### src/rtl/midi_pkg.sv
// Shared constants, receiver state type and message-length helper for the MIDI receiver.
package midi_pkg;

  localparam logic [3:0] NibProgram   = 4'hC;
  localparam logic [3:0] NibChanPress = 4'hD;
  localparam logic [7:0] SysCommonMin = 8'hF0;
  localparam logic [7:0] RealTimeMin  = 8'hF8;

  typedef enum logic [1:0] {StIdle, StStart, StData, StStop} rx_state_e;

  function automatic logic [1:0] data_bytes(input logic [7:0] status);
    return (status[7:4] == NibProgram || status[7:4] == NibChanPress) ? 2'd1 : 2'd2;
  endfunction

endpackage

### src/rtl/midi_uart_rx.sv
// Serial-line synchroniser and 8N1 byte receiver producing single-cycle byte/frame-error strobes.
module midi_uart_rx
  import midi_pkg::*;
#(
  parameter int unsigned CLKS_PER_BIT = 1600,
  parameter int unsigned SYNC_STAGES  = 2
) (
  input  logic       clk,
  input  logic       rst,
  input  logic       serial,
  output logic [7:0] rx_byte,
  output logic       byte_valid,
  output logic       frame_err
);

  localparam int unsigned CntW    = $clog2(CLKS_PER_BIT + 1);
  localparam int unsigned HalfBit = (CLKS_PER_BIT / 2 > 0) ? CLKS_PER_BIT / 2 : 1;
  localparam logic [CntW-1:0] CntOne  = 1;
  localparam logic [CntW-1:0] HalfEnd = CntW'(HalfBit - 1);
  localparam logic [CntW-1:0] FullEnd = CntW'(CLKS_PER_BIT - 1);

  logic [SYNC_STAGES-1:0] sync_q;
  logic                   prev_q;
  logic                   line;
  rx_state_e              state_q;
  logic [CntW-1:0]        cnt_q;
  logic [2:0]             bit_idx_q;
  logic [7:0]             shift_q;

  assign line = sync_q[SYNC_STAGES-1];

  always_ff @(posedge clk) begin
    if (rst) begin
      sync_q     <= '1;
      prev_q     <= 1'b1;
      state_q    <= StIdle;
      cnt_q      <= '0;
      bit_idx_q  <= '0;
      shift_q    <= '0;
      rx_byte    <= '0;
      byte_valid <= 1'b0;
      frame_err  <= 1'b0;
    end else begin
      sync_q     <= {sync_q[SYNC_STAGES-2:0], serial};
      prev_q     <= line;
      byte_valid <= 1'b0;
      frame_err  <= 1'b0;
      unique case (state_q)
        StIdle: begin
          cnt_q     <= '0;
          bit_idx_q <= '0;
          if (prev_q && !line) state_q <= StStart;
        end
        StStart: begin
          // Mid-start-bit recheck rejects short glitches.
          if (cnt_q == HalfEnd) begin
            cnt_q   <= '0;
            state_q <= line ? StIdle : StData;
          end else begin
            cnt_q <= cnt_q + CntOne;
          end
        end
        StData: begin
          if (cnt_q == FullEnd) begin
            cnt_q     <= '0;
            shift_q   <= {line, shift_q[7:1]};
            bit_idx_q <= bit_idx_q + 3'd1;
            if (bit_idx_q == 3'd7) state_q <= StStop;
          end else begin
            cnt_q <= cnt_q + CntOne;
          end
        end
        StStop: begin
          if (cnt_q == FullEnd) begin
            cnt_q   <= '0;
            state_q <= StIdle;
            if (line) begin
              rx_byte    <= shift_q;
              byte_valid <= 1'b1;
            end else begin
              frame_err <= 1'b1;
            end
          end else begin
            cnt_q <= cnt_q + CntOne;
          end
        end
        default: state_q <= StIdle;
      endcase
    end
  end

endmodule

### src/rtl/midi_msg_rx.sv
// MIDI message receiver: byte receiver, channel/real-time message parser and held output register.
// Define MIDI_RX_RUNNING_STATUS_EN to keep running status across emitted channel messages.
module midi_msg_rx
  import midi_pkg::*;
#(
  parameter int unsigned CLKS_PER_BIT = 1600,
  parameter int unsigned SYNC_STAGES  = 2
) (
  input  logic        clk,
  input  logic        rst,
  input  logic        serial,
  output logic        msg_valid,
  input  logic        msg_ready,
  output logic [23:0] msg_data,
  output logic [1:0]  msg_len,
  output logic        frame_err,
  output logic        overrun
);

`ifdef MIDI_RX_RUNNING_STATUS_EN
  localparam bit KeepRunning = 1'b1;
`else
  localparam bit KeepRunning = 1'b0;
`endif

  logic [7:0]  rx_byte;
  logic        byte_valid;
  logic [7:0]  rs_q, rs_d;
  logic        cnt_q, cnt_d;
  logic [7:0]  d1_q, d1_d;
  logic        emit;
  logic [23:0] emit_data;
  logic [1:0]  emit_len;

  midi_uart_rx #(
    .CLKS_PER_BIT(CLKS_PER_BIT),
    .SYNC_STAGES (SYNC_STAGES)
  ) u_uart_rx (
    .clk       (clk),
    .rst       (rst),
    .serial    (serial),
    .rx_byte   (rx_byte),
    .byte_valid(byte_valid),
    .frame_err (frame_err)
  );

  // rs_q[7] == 0 means no running status is held.
  always_comb begin
    rs_d      = rs_q;
    cnt_d     = cnt_q;
    d1_d      = d1_q;
    emit      = 1'b0;
    emit_data = '0;
    emit_len  = '0;
    if (frame_err) begin
      cnt_d = 1'b0;
    end else if (byte_valid) begin
      if (rx_byte >= RealTimeMin) begin
        emit      = 1'b1;
        emit_data = {rx_byte, 16'h0000};
        emit_len  = 2'd1;
      end else if (rx_byte >= SysCommonMin) begin
        rs_d  = '0;
        cnt_d = 1'b0;
      end else if (rx_byte[7]) begin
        rs_d  = rx_byte;
        cnt_d = 1'b0;
      end else if (rs_q[7]) begin
        if (data_bytes(rs_q) == 2'd1) begin
          emit      = 1'b1;
          emit_data = {rs_q, rx_byte, 8'h00};
          emit_len  = 2'd2;
          cnt_d     = 1'b0;
          if (!KeepRunning) rs_d = '0;
        end else if (!cnt_q) begin
          d1_d  = rx_byte;
          cnt_d = 1'b1;
        end else begin
          emit      = 1'b1;
          emit_data = {rs_q, d1_q, rx_byte};
          emit_len  = 2'd3;
          cnt_d     = 1'b0;
          if (!KeepRunning) rs_d = '0;
        end
      end
    end
  end

  always_ff @(posedge clk) begin
    if (rst) begin
      rs_q      <= '0;
      cnt_q     <= 1'b0;
      d1_q      <= '0;
      msg_valid <= 1'b0;
      msg_data  <= '0;
      msg_len   <= '0;
      overrun   <= 1'b0;
    end else begin
      rs_q    <= rs_d;
      cnt_q   <= cnt_d;
      d1_q    <= d1_d;
      overrun <= 1'b0;
      if (emit) begin
        if (!msg_valid || msg_ready) begin
          msg_valid <= 1'b1;
          msg_data  <= emit_data;
          msg_len   <= emit_len;
        end else begin
          overrun <= 1'b1;
        end
      end else if (msg_valid && msg_ready) begin
        msg_valid <= 1'b0;
      end
    end
  end

endmodule

### config.mk
export PLATFORM = sky130hd
export DESIGN_NAME = midi_msg_rx
export DESIGN_NICKNAME = d
export VERILOG_FILES = /design/src/rtl/midi_pkg.sv /design/src/rtl/midi_uart_rx.sv /design/src/rtl/midi_msg_rx.sv
export SDC_FILE = /design/constraint.sdc
export NUM_CORES = 1
export LEC_CHECK = 0
export BUFFER_PORTS_ARGS = -buffer_cell sky130_fd_sc_hd__buf_2
export CORE_MARGIN = 5
export CORE_UTILIZATION = 29
export CTS_BUF_LIST = sky130_fd_sc_hd__clkbuf_16
export DETAILED_ROUTE_END_ITERATION = 12
export PLACE_DENSITY = 0.49
export SYNTH_ARGS = -nofsm -noshare
export SYNTH_HDL_FRONTEND = slang
export SYNTH_SLANG_ARGS = --single-unit
### constraint.sdc
create_clock -name clk -period 4.95 [get_ports clk]
set_input_delay 0.495 -clock clk [delete_from_list [all_inputs] [get_ports clk]]
set_output_delay 0.495 -clock clk [all_outputs]
set_load 0.01 [all_outputs]
==> flow_summary.toml <==
[run_status]
outcome = "complete, no violations"

[cells_and_area]
layout-drive-gt1-share_pct = 14.4
fin_nets = 427
area_growth_pct = 13.6
fillers = 1299
diodes = 0
post-route-util_pct = 34.0

[cts]
cts_resized = 0
h-tree-depth = 3
clk-insertion-delay-late_ns = 0.33
hold_buffers = 0
post_cts_buffers = 0
tritoncts = "done"
cts.sinks = 79
clockBufferDepth = 2
cts_buffers = 9
cts.clk_slew.worst_paths_ns = 0.06
cts-root-buf = "clkbuf_16"

[logic_synthesis]
netlist_area_sq_mm = 0.00362
synth_top_area_share_pct = 43.6
yosysSeqAreaShare_pct = 43.6
ys_warn_count = 0
synth_edf_count = 0
ys_types = 51
synth_most_common_cell = "dfxtp_1"
async_reset_ff_share_pct = 0
syn_area_per_cell_sq_um = 8.92
synthFlopType = "dfxtp_1"
ys_ff_latch = 79
synth_cells = 406
synth_common_cells = "79 x dfxtp_1, 53 x nand2_1, 41 x mux2i_1"
synth_area_leaders = "dfxtp_1 44%, mux2i_1 11%, nand2_1 5.5%"
yosys.area.top_type = "dfxtp_1"

[global_routing]
grt_pass1_wl_microns = 13100
grt_use_total_pct = 11.1
grt_max_degree = 48
grt_pass1_vias = 2720
antenna_found_initial = 0
grt_overflow = 0

[detailed_routing]
dr.pass1.iters = 4
drc_errors = 0
wl_per_cell_microns = 13.2
via_count = 2788
detail-route-antenna-nets = 0
drt_iter0_drc = 169
viasPerCell = 4.72
routed_wl_microns = 7800

[placement]
gp_congestion = 0.797
preCtsSetupSlack_ns = 2.32
io_buffer_count = 30
dpl.hpwl_microns = 5420

[sta]
setup_viol = 0
finalCritPeriodShare_pct = 45.7
fin_skew_ns = 0.00474
slew-limit-headroom_pct = 35.6
tightest_slew_ns = 0.964
drv_slew = 0
finalWorstSetupSlack_ns = 2.69
rsz0062_at_grt = "no"
hold_viol = 0
final.min_clock_period_ns = 2.26
fmax_mhz = 442
timing.setup.tns_ns = 0

[hold_path]
min_path_type = "in2reg"
hold_start = "serial"
whs_path_depth = 2

[floorplan]
die_h_microns = 122
core-area_sq_mm = 0.0121
initial_core_util_pct = 29.9
num_io_pins = 33
row_count = 40
dieArea_sq_mm = 0.0148
dieWidth_microns = 122

[power_and_ir_drop]
p_leak_uw = 0.00169
p_per_area_mw_per_mm2 = 314
peakVddDrop_v = 0.000134

[critical_path]
setup.worst_path.end_class = "flop"
startpoint_type = "flop"
crit_fanout = 13
crit_type = "reg2reg"
r2r_end = "msg_data[11]"
cp_data_required_time_ns = 5.17
r2r_cells = 5
r2r_slack_ns = 2.69
crit_end = "msg_data[11]"
cp-startpoint = "u_uart_rx.rx_byte[7]"
cp_data_arrival_time_ns = 2.49
r2r-start = "u_uart_rx.rx_byte[7]"

[run]
maxCapViolCount = 0
-- metal layers --
| metal | part of all wire (%) | GRT usage [%] | vias up |
|---|---|---|---|
| met5 | 0 | 0 | - |
| met4 | 2.7 | 5.95 | 0 |
| met3 | 4.5 | 3.02 | 19 |
| met2 | 46 | 17.9 | 54 |
| met1 | 46 | 13.5 | 1300 |
| li1 | - | - | 1415 |
-- state kept, by name, summed over array words and instances, names as in the netlist, 2 cells and up, named ones only --
name,count
u_uart_rx.shift_q,8
u_uart_rx.cnt_q,11
rs_q,8
u_uart_rx.rx_byte,8
u_uart_rx.bit_idx_q,3
msg_data,22
msg_len,2
d1_q,7
u_uart_rx.sync_q,2
-- worst max-delay path, stage by stage (launching register included) --
cell      delay (ns)
dfxtp_1         0.48
and2b_1         0.32
o21a_1          0.18
o211ai_4        0.45
buf_4           0.34
mux2_2          0.36
-- through the flow --
step,instances,total power (uW),cell area (sq um),hold slack (ns)
4_1_cts,591,1320,4120,0.352
6_report,591,1290,4120,0.362
2_1_floorplan,407,677,3630,0.389
3_5_place_dp,577,681,3840,0.399
3_3_place_gp,577,681,3840,0.399
5_1_grt,591,1340,4120,0.357
-- layout make-up --
type	count	area, sq um	share of cell area, %
clock buffers	9	225	5.47
clock inverters	5	51.3	1.25
well taps	168	210	5.10
flip-flops and latches	79	1580	38.4
repair buffers	32	165	4.01
inverters	16	60.1	1.46
multi-input cells	282	1820	44.3
-- how the worst min path moves through the flow --
stage | to | slack, ns
detailed placement | u_uart_rx.sync_q[1] | 0.40
CTS | u_uart_rx.sync_q[0] | 0.35
finish | u_uart_rx.sync_q[0] | 0.36
global placement | u_uart_rx.sync_q[1] | 0.40
global route | u_uart_rx.sync_q[0] | 0.36
floorplan | u_uart_rx.sync_q[1] | 0.39
-- report_power, final --
part | internal (uW) | leakage [uW] | switching [uW]
clock | 381 | 0.000135 | 246
combinational | 5.94 | 0.000916 | 16.2
sequential | 638 | 0.000637 | 6.79
-- layout by cell type (no fill, tap or decap), drive strengths merged, types with 3 or more instances in the layout --
master / netlist / layout
nand2: 53 / 53
o211ai: 3 / 3
and3: 5 / 5
nor2: 37 / 37
nand3: 18 / 18
inv: 16 / 16
or3: 7 / 7
ha: 3 / 3
xnor2: 5 / 5
mux2: 7 / 7
xor2: 3 / 3
buf: 17 / 32
nand2b: 3 / 3
a21oi: 18 / 18
o21ai: 20 / 20
nor2b: 9 / 9
nor3: 10 / 10
nand4: 5 / 5
mux2i: 41 / 41
clkbuf: 13 / 9
dfxtp: 79 / 79
or2: 3 / 3
clkinv: 0 / 3
o211a: 3 / 3
nor4: 3 / 3
-- cell families (layout without fill, tap and decap cells) --
kind of cell               count (synthesis)  in the layout  share of synthesized area, %
buffers and inverters                     46             62                          6.11
xor gates and xnor gates                   8              8                          1.93
muxes                                     48             48                          13.8
other                                      1              2                         0.103
adders and majority gates                  3              3                          1.04
and+or+nand+nor                          165            165                          23.2
AOI/OAI and AO/OA                         56             56                          10.2
DFF                                       79             79                          43.6
No activity file was read; power rests on OpenSTA's default activity.
